### src/rtl/axis_arbiter_pkg.sv
// Shared types and helpers for the packet-granular AXI4-Stream arbiter.
package axis_arbiter_pkg;

    typedef enum logic {
        ARB_IDLE,
        ARB_BUSY
    } arb_state_t;

    // Width of an index into n items; never narrower than one bit.
    function automatic int index_width(input int n);
        int w;
        w = $clog2(n);
        return (w < 1) ? 1 : w;
    endfunction

endpackage

### src/rtl/axis_rr_select.sv
// Combinational round-robin picker: rotate the request vector so the
// search starts just above last_grant, priority-encode, then un-rotate.
module axis_rr_select
    import axis_arbiter_pkg::*;
#(
    parameter int NUM_INPUTS = 2,
    parameter int IW         = 1
) (
    input  logic [NUM_INPUTS-1:0] req,
    input  logic [IW-1:0]         last_grant,
    output logic                  found,
    output logic [IW-1:0]         index
);

    logic [NUM_INPUTS-1:0] rotated;

    // Rotate: rotated[0] is the input right after last_grant.
    always_comb begin
        logic [IW-1:0] src;
        rotated = '0;
        for (int k = 0; k < NUM_INPUTS; k++) begin
            src        = IW'((int'(last_grant) + 1 + k) % NUM_INPUTS);
            rotated[k] = req[src];
        end
    end

    // Priority encode the rotated vector and map the winner back.
    always_comb begin
        // NOTE: every output gets a default before the loop so no path leaves it unassigned (no latch).
        found = 1'b0;
        index = '0;
        for (int k = 0; k < NUM_INPUTS; k++) begin
            if (rotated[k] && !found) begin
                found = 1'b1;
                index = IW'((int'(last_grant) + 1 + k) % NUM_INPUTS);
            end
        end
    end

endmodule

### src/rtl/axis_packet_arbiter.sv
// Packet-granular round-robin arbiter: NUM_INPUTS AXI4-Stream requesters
// share one master. A grant is held until the tlast beat is accepted, and
// arbitration costs one idle cycle between packets.
// Optional per-input packet counters: define AXIS_PACKET_ARBITER_STATS_EN.
module axis_packet_arbiter
    import axis_arbiter_pkg::*;
#(
    parameter int NUM_INPUTS = 2,
    parameter int DATA_WIDTH = 1,
    parameter int USER_WIDTH = 1
) (
    input  logic                             clock,
    input  logic                             reset,
    input  logic [NUM_INPUTS*DATA_WIDTH*8-1:0] s_tdata,
    input  logic [NUM_INPUTS*DATA_WIDTH-1:0] s_tkeep,
    input  logic [NUM_INPUTS*USER_WIDTH-1:0] s_tuser,
    input  logic [NUM_INPUTS-1:0]            s_tlast,
    input  logic [NUM_INPUTS-1:0]            s_tvalid,
    output logic [NUM_INPUTS-1:0]            s_tready,
    output logic [DATA_WIDTH*8-1:0]          m_tdata,
    output logic [DATA_WIDTH-1:0]            m_tkeep,
    output logic [USER_WIDTH-1:0]            m_tuser,
    output logic                             m_tlast,
    output logic                             m_tvalid,
    input  logic                             m_tready,
    output logic [$clog2(NUM_INPUTS)-1:0]    grant_index,
`ifdef AXIS_PACKET_ARBITER_STATS_EN
    output logic [NUM_INPUTS*32-1:0]         packet_count,
`endif
    output logic                             busy
);

    localparam int IW  = index_width(NUM_INPUTS);
    localparam int DW8 = DATA_WIDTH * 8;

    arb_state_t    state_q, state_d;
    logic [IW-1:0] grant_q, grant_d;
    logic [IW-1:0] last_q, last_d;
    logic          busy_q, busy_d;

    logic          sel_found;
    logic [IW-1:0] sel_index;
    logic          beat_end;

    axis_rr_select #(
        .NUM_INPUTS (NUM_INPUTS),
        .IW         (IW)
    ) u_select (
        .req        (s_tvalid),
        .last_grant (last_q),
        .found      (sel_found),
        .index      (sel_index)
    );

    // Combinational data path from the granted input while BUSY.
    always_comb begin
        m_tdata           = s_tdata[grant_q*DW8 +: DW8];
        m_tkeep           = s_tkeep[grant_q*DATA_WIDTH +: DATA_WIDTH];
        m_tuser           = s_tuser[grant_q*USER_WIDTH +: USER_WIDTH];
        m_tlast           = s_tlast[grant_q];
        m_tvalid          = busy_q & s_tvalid[grant_q];
        s_tready          = '0;
        s_tready[grant_q] = busy_q & m_tready;
    end

    assign beat_end = m_tvalid & m_tready & m_tlast;

    // Next-state logic: grant on any request in IDLE, release on the tlast beat.
    always_comb begin
        state_d = state_q;
        grant_d = grant_q;
        last_d  = last_q;
        busy_d  = busy_q;
        case (state_q)
            ARB_IDLE: begin
                if (sel_found) begin
                    state_d = ARB_BUSY;
                    grant_d = sel_index;
                    busy_d  = 1'b1;
                end
            end
            ARB_BUSY: begin
                if (beat_end) begin
                    state_d = ARB_IDLE;
                    last_d  = grant_q;
                    busy_d  = 1'b0;
                end
            end
            default: state_d = ARB_IDLE;
        endcase
    end

    // FSM and grant registers; last_grant resets so input 0 wins first.
    always_ff @(posedge clock or posedge reset) begin
        // NOTE: sequential state uses non-blocking assignments so every flop samples pre-edge values.
        if (reset) begin
            state_q <= ARB_IDLE;
            grant_q <= '0;
            last_q  <= IW'(NUM_INPUTS - 1);
            busy_q  <= 1'b0;
        end else begin
            state_q <= state_d;
            grant_q <= grant_d;
            last_q  <= last_d;
            busy_q  <= busy_d;
        end
    end

    assign grant_index = grant_q;
    assign busy        = busy_q;

`ifdef AXIS_PACKET_ARBITER_STATS_EN
    logic [31:0] count_q [NUM_INPUTS];
    logic [31:0] count_d [NUM_INPUTS];

    // Count accepted tlast beats of the granted input; wraps modulo 2^32.
    always_comb begin
        for (int i = 0; i < NUM_INPUTS; i++) begin
            count_d[i] = count_q[i];
        end
        if (beat_end) begin
            count_d[grant_q] = count_q[grant_q] + 32'd1;
        end
    end

    // Counter registers.
    always_ff @(posedge clock or posedge reset) begin
        // NOTE: the counter array is plain flops, not RAM, so it can and must be cleared on reset.
        if (reset) begin
            for (int i = 0; i < NUM_INPUTS; i++) begin
                count_q[i] <= '0;
            end
        end else begin
            for (int i = 0; i < NUM_INPUTS; i++) begin
                count_q[i] <= count_d[i];
            end
        end
    end

    // Flatten the counters onto the output port.
    always_comb begin
        for (int i = 0; i < NUM_INPUTS; i++) begin
            packet_count[i*32 +: 32] = count_q[i];
        end
    end
`endif

endmodule

### config.mk
export PLATFORM = sky130hd
export DESIGN_NAME = axis_packet_arbiter
export DESIGN_NICKNAME = d
export VERILOG_FILES = /design/src/rtl/axis_arbiter_pkg.sv /design/src/rtl/axis_rr_select.sv /design/src/rtl/axis_packet_arbiter.sv
export SDC_FILE = /design/constraint.sdc
export NUM_CORES = 1
export LEC_CHECK = 0
export BUFFER_PORTS_ARGS = -buffer_cell sky130_fd_sc_hd__buf_4
export CAP_MARGIN = 20
export CORE_AREA = 2 2 39 41
export DETAILED_ROUTE_END_ITERATION = 7
export DIE_AREA = 0 0 41 43
export PLACE_DENSITY_LB_ADDON = 0.12
export SYNTH_ARGS = -nofsm -noshare
export SYNTH_HDL_FRONTEND = slang
export SYNTH_SLANG_ARGS = --single-unit
### constraint.sdc
create_clock -name clock -period 1.9 [get_ports clock]
set_clock_uncertainty 0.15 [all_clocks]
set_input_delay 0.095 -clock clock [delete_from_list [all_inputs] [get_ports clock]]
set_output_delay 0.095 -clock clock [all_outputs]
set_load 0.05 [all_outputs]
* Word-level counts from Yosys, hierarchy flattened *
Index checks and enable logic that the tools add are counted.

storage, ports and cells
  register bits after elaboration = 4
  input port bits = 27
  output and inout bits = 16
  logic and storage cells = 47

operators by class
  add/subtract/negate cells = 2
  $lt $le $gt $ge = 4
  equal/unequal tests = 2
  shift operators = 3
  muxes and demuxes = 20
  bitwise gates (word level) = 6
  reduce and logical (&&, ||, !) cells = 6

operator list
  cell                                                                          number
  1-bit 2-to-1 mux                                                              17
  16-bit by 5-bit variable part select with 8-bit output                        1
  1-bit by 2-bit less-than comparator with 1-bit output, second input constant  3
  2-bit AND reduction                                                           3
  1-bit bitwise AND                                                             4
  1-bit case mux with 2 select lines                                            2
  2-bit by 2-bit variable part select with 1-bit output                         2
  1-bit adder, second input constant                                            2
  2-bit bitwise AND                                                             1
  1-bit logical AND                                                             2
  2-bit by 1-bit inequality test with 1-bit output, second input constant       1
  2-bit inequality test, second input constant                                  1
  1-bit demux with 1-bit select                                                 1
  1-bit greater-or-equal comparator, second input constant                      1
  1-bit zero test                                                               1
  1-bit NOT                                                                     1

* Longest topological paths before layout *
  word-level depth = 9
  gate-level depth with buffers = 4
  mapped depth without buffers = 3

* By module *
Synthesis repeated with hierarchy kept, for this count alone.

second synthesis, totals
  cell total of the unflattened synthesis = 34
  area total of the unflattened synthesis = 369.1 um^2

by module, submodules not included
  module               times used  cells an instance  area an instance (um^2)  sequential area each (um^2)
  axis_packet_arbiter  1           32                 355.3                    101.3
  axis_rr_select       1           2                  13.8                     0.0

* Worst setup path after synthesis *
OpenSTA, ideal clock, no wires.

  path type = flip-flop to flip-flop
  start = register grant_q, in the netlist grant_index
  end = register last_q
  setup time = 0.082 ns
  data arrival time = 1.662 ns
  data required time = 1.668 ns
  path slack = 0.005 ns
  stages on the path, launching flop included = 5
  path buffers = 1
  clock period less this slack = 1.895 ns
  cell sequence = dfrtp_1 buf_6 mux2_4 nor4b_4 mux2_4

on the way
  elaborated cells between the ends (all ways) = 8

RTL lines
  item                                                 RTL line                    RTL
  start: declaration                                   axis_packet_arbiter.sv:37   logic [IW-1:0] grant_q, grant_d;
  start signal: assignment                             axis_packet_arbiter.sv:103  grant_q <= grant_d;
  1-bit 2-to-1 mux (implied by the code) (2 in a row)  axis_packet_arbiter.sv:60   m_tlast = s_tlast[grant_q];
  named net m_tlast                                    axis_packet_arbiter.sv:23   output logic m_tlast,
  1-bit bitwise AND                                    axis_packet_arbiter.sv:66   assign beat_end = m_tvalid & m_tready & m_tlast;
  2-bit AND reduction (no source line)                 --
  end signal: assignment                               axis_packet_arbiter.sv:99   last_q <= IW'(NUM_INPUTS - 1);
  end signal: assignment                               axis_packet_arbiter.sv:104  last_q <= last_d;
  end: declaration                                     axis_packet_arbiter.sv:38   logic [IW-1:0] last_q, last_d;

The timed path passes the listed nets, and every way through them passes these cells. The select of a mux whose other input is x is not followed.
A chain may end at the register's enable or synchronous reset.

* Worst setup path after layout *
  start = register grant_q, in the netlist grant_index
  end = output port m_tkeep

on the way
  cells in the longest elaborated chain, start to end = 1

RTL lines
  item                                                   RTL line                   RTL
  2-bit by 2-bit variable part select with 1-bit output  axis_packet_arbiter.sv:58  m_tkeep = s_tkeep[grant_q*DATA_WIDTH +: DATA_WIDTH];
  end: declaration                                       axis_packet_arbiter.sv:21  output logic [DATA_WIDTH-1:0] m_tkeep,

No other way between the ends.

==> out/summary.log <==
INFO  status         run_status=finished, final reports clean
INFO  worst_hold_path worstHoldPathCells=3
INFO  routing        route.detailed.vias_per_inst=4.34
INFO  clock_network  clk_latency=0.24ns
INFO  synthesis      dominantRegCellSynth=sky130_fd_sc_hd__dfrtp_1
INFO  synthesis      postSynth.asyncResetShare=1.00
INFO  timing         period_utilization_post_route=0.931
INFO  layout         area_delta_synth_final=106%
INFO  global_route   grt_pass1_vias=465
INFO  power_and_ir_drop power.ir.vdd_worst=642uV
INFO  power_and_ir_drop internal_power_consumption=548uW
INFO  global_route   grt_first_pass_wirelength=1950um
INFO  timing         finalHoldViolCount=0
INFO  synthesis      syn_nets=62
INFO  routing        route.antenna.remaining_nets=0
INFO  timing         report.final.slew_viol_count=0
INFO  die            dieWidth=41um
INFO  die            fp.dieH=43um
INFO  layout         final_layout_size_suffix_gt1_frac=0.723
INFO  timing         rsz0062_at_grt=no
INFO  routing        dr_total_vias=430
INFO  layout         antenna_cells_inserted=0
INFO  clock_network  htreeDepth=1
INFO  timing         worst_slew_slack_as_a_fraction_of_its_limit=0.779
INFO  global_route   globalRouteOverflowTotal=0
INFO  power_and_ir_drop seq_power_share=0.147
INFO  timing         min_period=1.77ns
INFO  die            row_count=14
INFO  clock_network  holdBufCountCts=3
INFO  setup_path     cp_class=flop to output pin
INFO  layout         final_design_area_no_fill=746squm
INFO  synthesis      gate_count_post_synth=35
INFO  timing         layout_setup_ws=0.132ns
INFO  timing         slew_at_the_pin_with_the_worst_max_slew_slack=0.323ns
INFO  clock_network  post-cts-setup-buffer-count=0
INFO  setup_path     critical-path-max-stage-delay=0.50ns
INFO  die            boundaryPins=43
INFO  synthesis      synth_seq_area_share=0.279
INFO  global_route   grt_max_degree=11
INFO  clock_network  cts_tree=yes
INFO  routing        drt-initial-drc-count=9
INFO  synthesis      syn-cell-area=363squm
INFO  setup_path     crit_path_cell_trace=buf_4 > mux2_2 > buf_4
INFO  layout         layout.cells.most_common=sky130_fd_sc_hd__buf_4
INFO  clock_network  cts_root_buf=sky130_fd_sc_hd__clkbuf_4
INFO  power_and_ir_drop power.density_cell_area=1610nW/um^2
INFO  synthesis      yosys_warnings=0
INFO  run            max_cap_viol_count=0
INFO  setup_path     crit_slowest_cell=sky130_fd_sc_hd__dfrtp_1
INFO  placement      dp.final_hpwl=1040um
INFO  synthesis      synth_area_per_cell=10.4squm
INFO  clock_network  number_of_resized_instances_in_the_post_cts_repair_step=0
INFO  power_and_ir_drop p_leak=0.000393uW
INFO  layout         layout.cells.most_common_list=sky130_fd_sc_hd__buf_4 (43), sky130_fd_sc_hd__mux2_2 (10), sky130_fd_sc_hd__nand2_1 (4)
INFO  power_and_ir_drop p_sw_frac=0.544
INFO  clock_network  clock_sinks=4
INFO  timing         report.final.setup_viol=0
INFO  global_route   grt_antenna_before_repair=0
INFO  setup_path     setup.worst_path.end_class=output pin
INFO  placement      place_worst_setup_slack=0.292ns
INFO  timing         timing.setup.tns=0ns
INFO  die            floorplan.initialDensity=0.262
INFO  placement      port_buffers=42
INFO  clock_network  cts_max_path_buffers=2
INFO  placement      detailed_place.area=689squm
INFO  routing        wirelength=1220um
INFO  synthesis      synth-seq-cells=4
INFO  power_and_ir_drop power.share.clock=0.098
INFO  routing        wire_length_per_cell_after_detailed_routing=12.3um
INFO  timing         maxClockFrequency=0.566GHz
INFO  clock_network  tritoncts.num_buffers=3
INFO  setup_path     r2r_worst_path_depth=3
INFO  layout         final_util=0.539
INFO  synthesis      yosysUniqueCellTypes=16
INFO  setup_path     worst-endpoint-required=1.65ns
INFO  setup_path     critPathMostFrequentCell=sky130_fd_sc_hd__buf_4
INFO  power_and_ir_drop share_comb_of_total_power=0.755
INFO  routing        drt_drc_violations_left=0
INFO  die            floorplan.die_area=1760squm
INFO  layout         layout.filler_cells=129
INFO  clock_network  clk_pin_slew_worst_paths=0.04ns
INFO  setup_path     worstSetupStartpointType=flop
INFO  routing        first_pass_iters=4
INFO  power_and_ir_drop switching_power_summed_over_all_nets=652uW
INFO  synthesis      synth-edff-count=0
INFO  global_route   total_routing_usage_gr=0.164
INFO  worst_hold_path hold_path.class=input pin to flop
INFO  placement      place_congestion=0.706
INFO  die            placeableCoreArea=1380squm
INFO  setup_path     biggest_fanout_along_the_worst_timing_path=10
INFO  layout         num-nets-final=111
INFO  setup_path     worst_ep_arrival_time=1.52ns
## critical path, delay by kind of cell (launching register included)
| kind | cells | cell delay [ns] |
|---|---|---|
| mux | 1 | 0.35 |
| buf+inv | 2 | 0.44 |
| flops | 1 | 0.50 |
## cell usage after synthesis, drive strengths merged (2+ instances only)
master,instances,area (sq um)
buf,2,16.3
dfrtp,3,75.1
inv,3,11.3
mux2,12,143
nand2,4,15.0
nor2,3,11.3
## stage by stage
stage	total power, uW	instances	hold WS [ns]
final	1200	99	0.0360
after global routing	1260	99	0.0495
after CTS	1210	99	0.0296
after detailed placement	1080	92	-0.149
after global placement	1080	92	-0.147
after floorplan	849	35	-0.290
## cell type report
type / count / area [sq um] / share of cell area
clock buffers: 4 / 26.3 / 0.0352
inverters: 3 / 11.3 / 0.0151
multi-input cells: 26 / 234 / 0.314
flip-flops and latches: 4 / 101 / 0.136
well taps: 16 / 20.0 / 0.0268
repair buffers: 46 / 353 / 0.473
## path summary, 6_finish.rpt
check                                        start                       to  slack (ns)
max                        grant_index$_DFFE_PP0P_                  m_tkeep        0.13
min                                    s_tvalid[0]  grant_index$_DFFE_PP0P_        0.04
max reg2reg                grant_index$_DFFE_PP0P_       last_q$_DFFE_PP1P_        0.29
min reg2reg                     last_q$_DFFE_PP1P_  grant_index$_DFFE_PP0P_        0.46
max in group asynchronous                    reset       last_q$_DFFE_PP1P_        1.22
min in group asynchronous                    reset         busy$_DFFE_PP0P_        0.15
## state kept, by name, indices dropped and copies added, names as in the netlist
register	count
state_q	1
last_q	1
busy	1
grant_index	1
## logic make-up after synthesis
family,share of synthesized area
DFF,0.279
and+or+nand+nor,0.169
muxes,0.421
AOI/OAI and AO/OA,0.0551
buffers and inverters,0.0758
## power by group through the flow
stage | combinational, uW | clock (uW) | sequential, uW
finish | 906 | 117 | 176
global route | 948 | 128 | 185
CTS | 913 | 121 | 176
detailed placement | 907 | 0 | 177
global placement | 901 | 0 | 179
floorplan | 620 | 0 | 229
## per-layer routing
metal,track usage,vias to the layer above,wire (um),share of wire
li1,-,218,-,-
met1,0.167,199,438,0.36
met2,0.294,11,703,0.58
met3,0.0314,2,59,0.048
met4,0.0800,0,17,0.014
met5,0,-,0,0
Note: power is estimated with default switching activity, not from simulation.
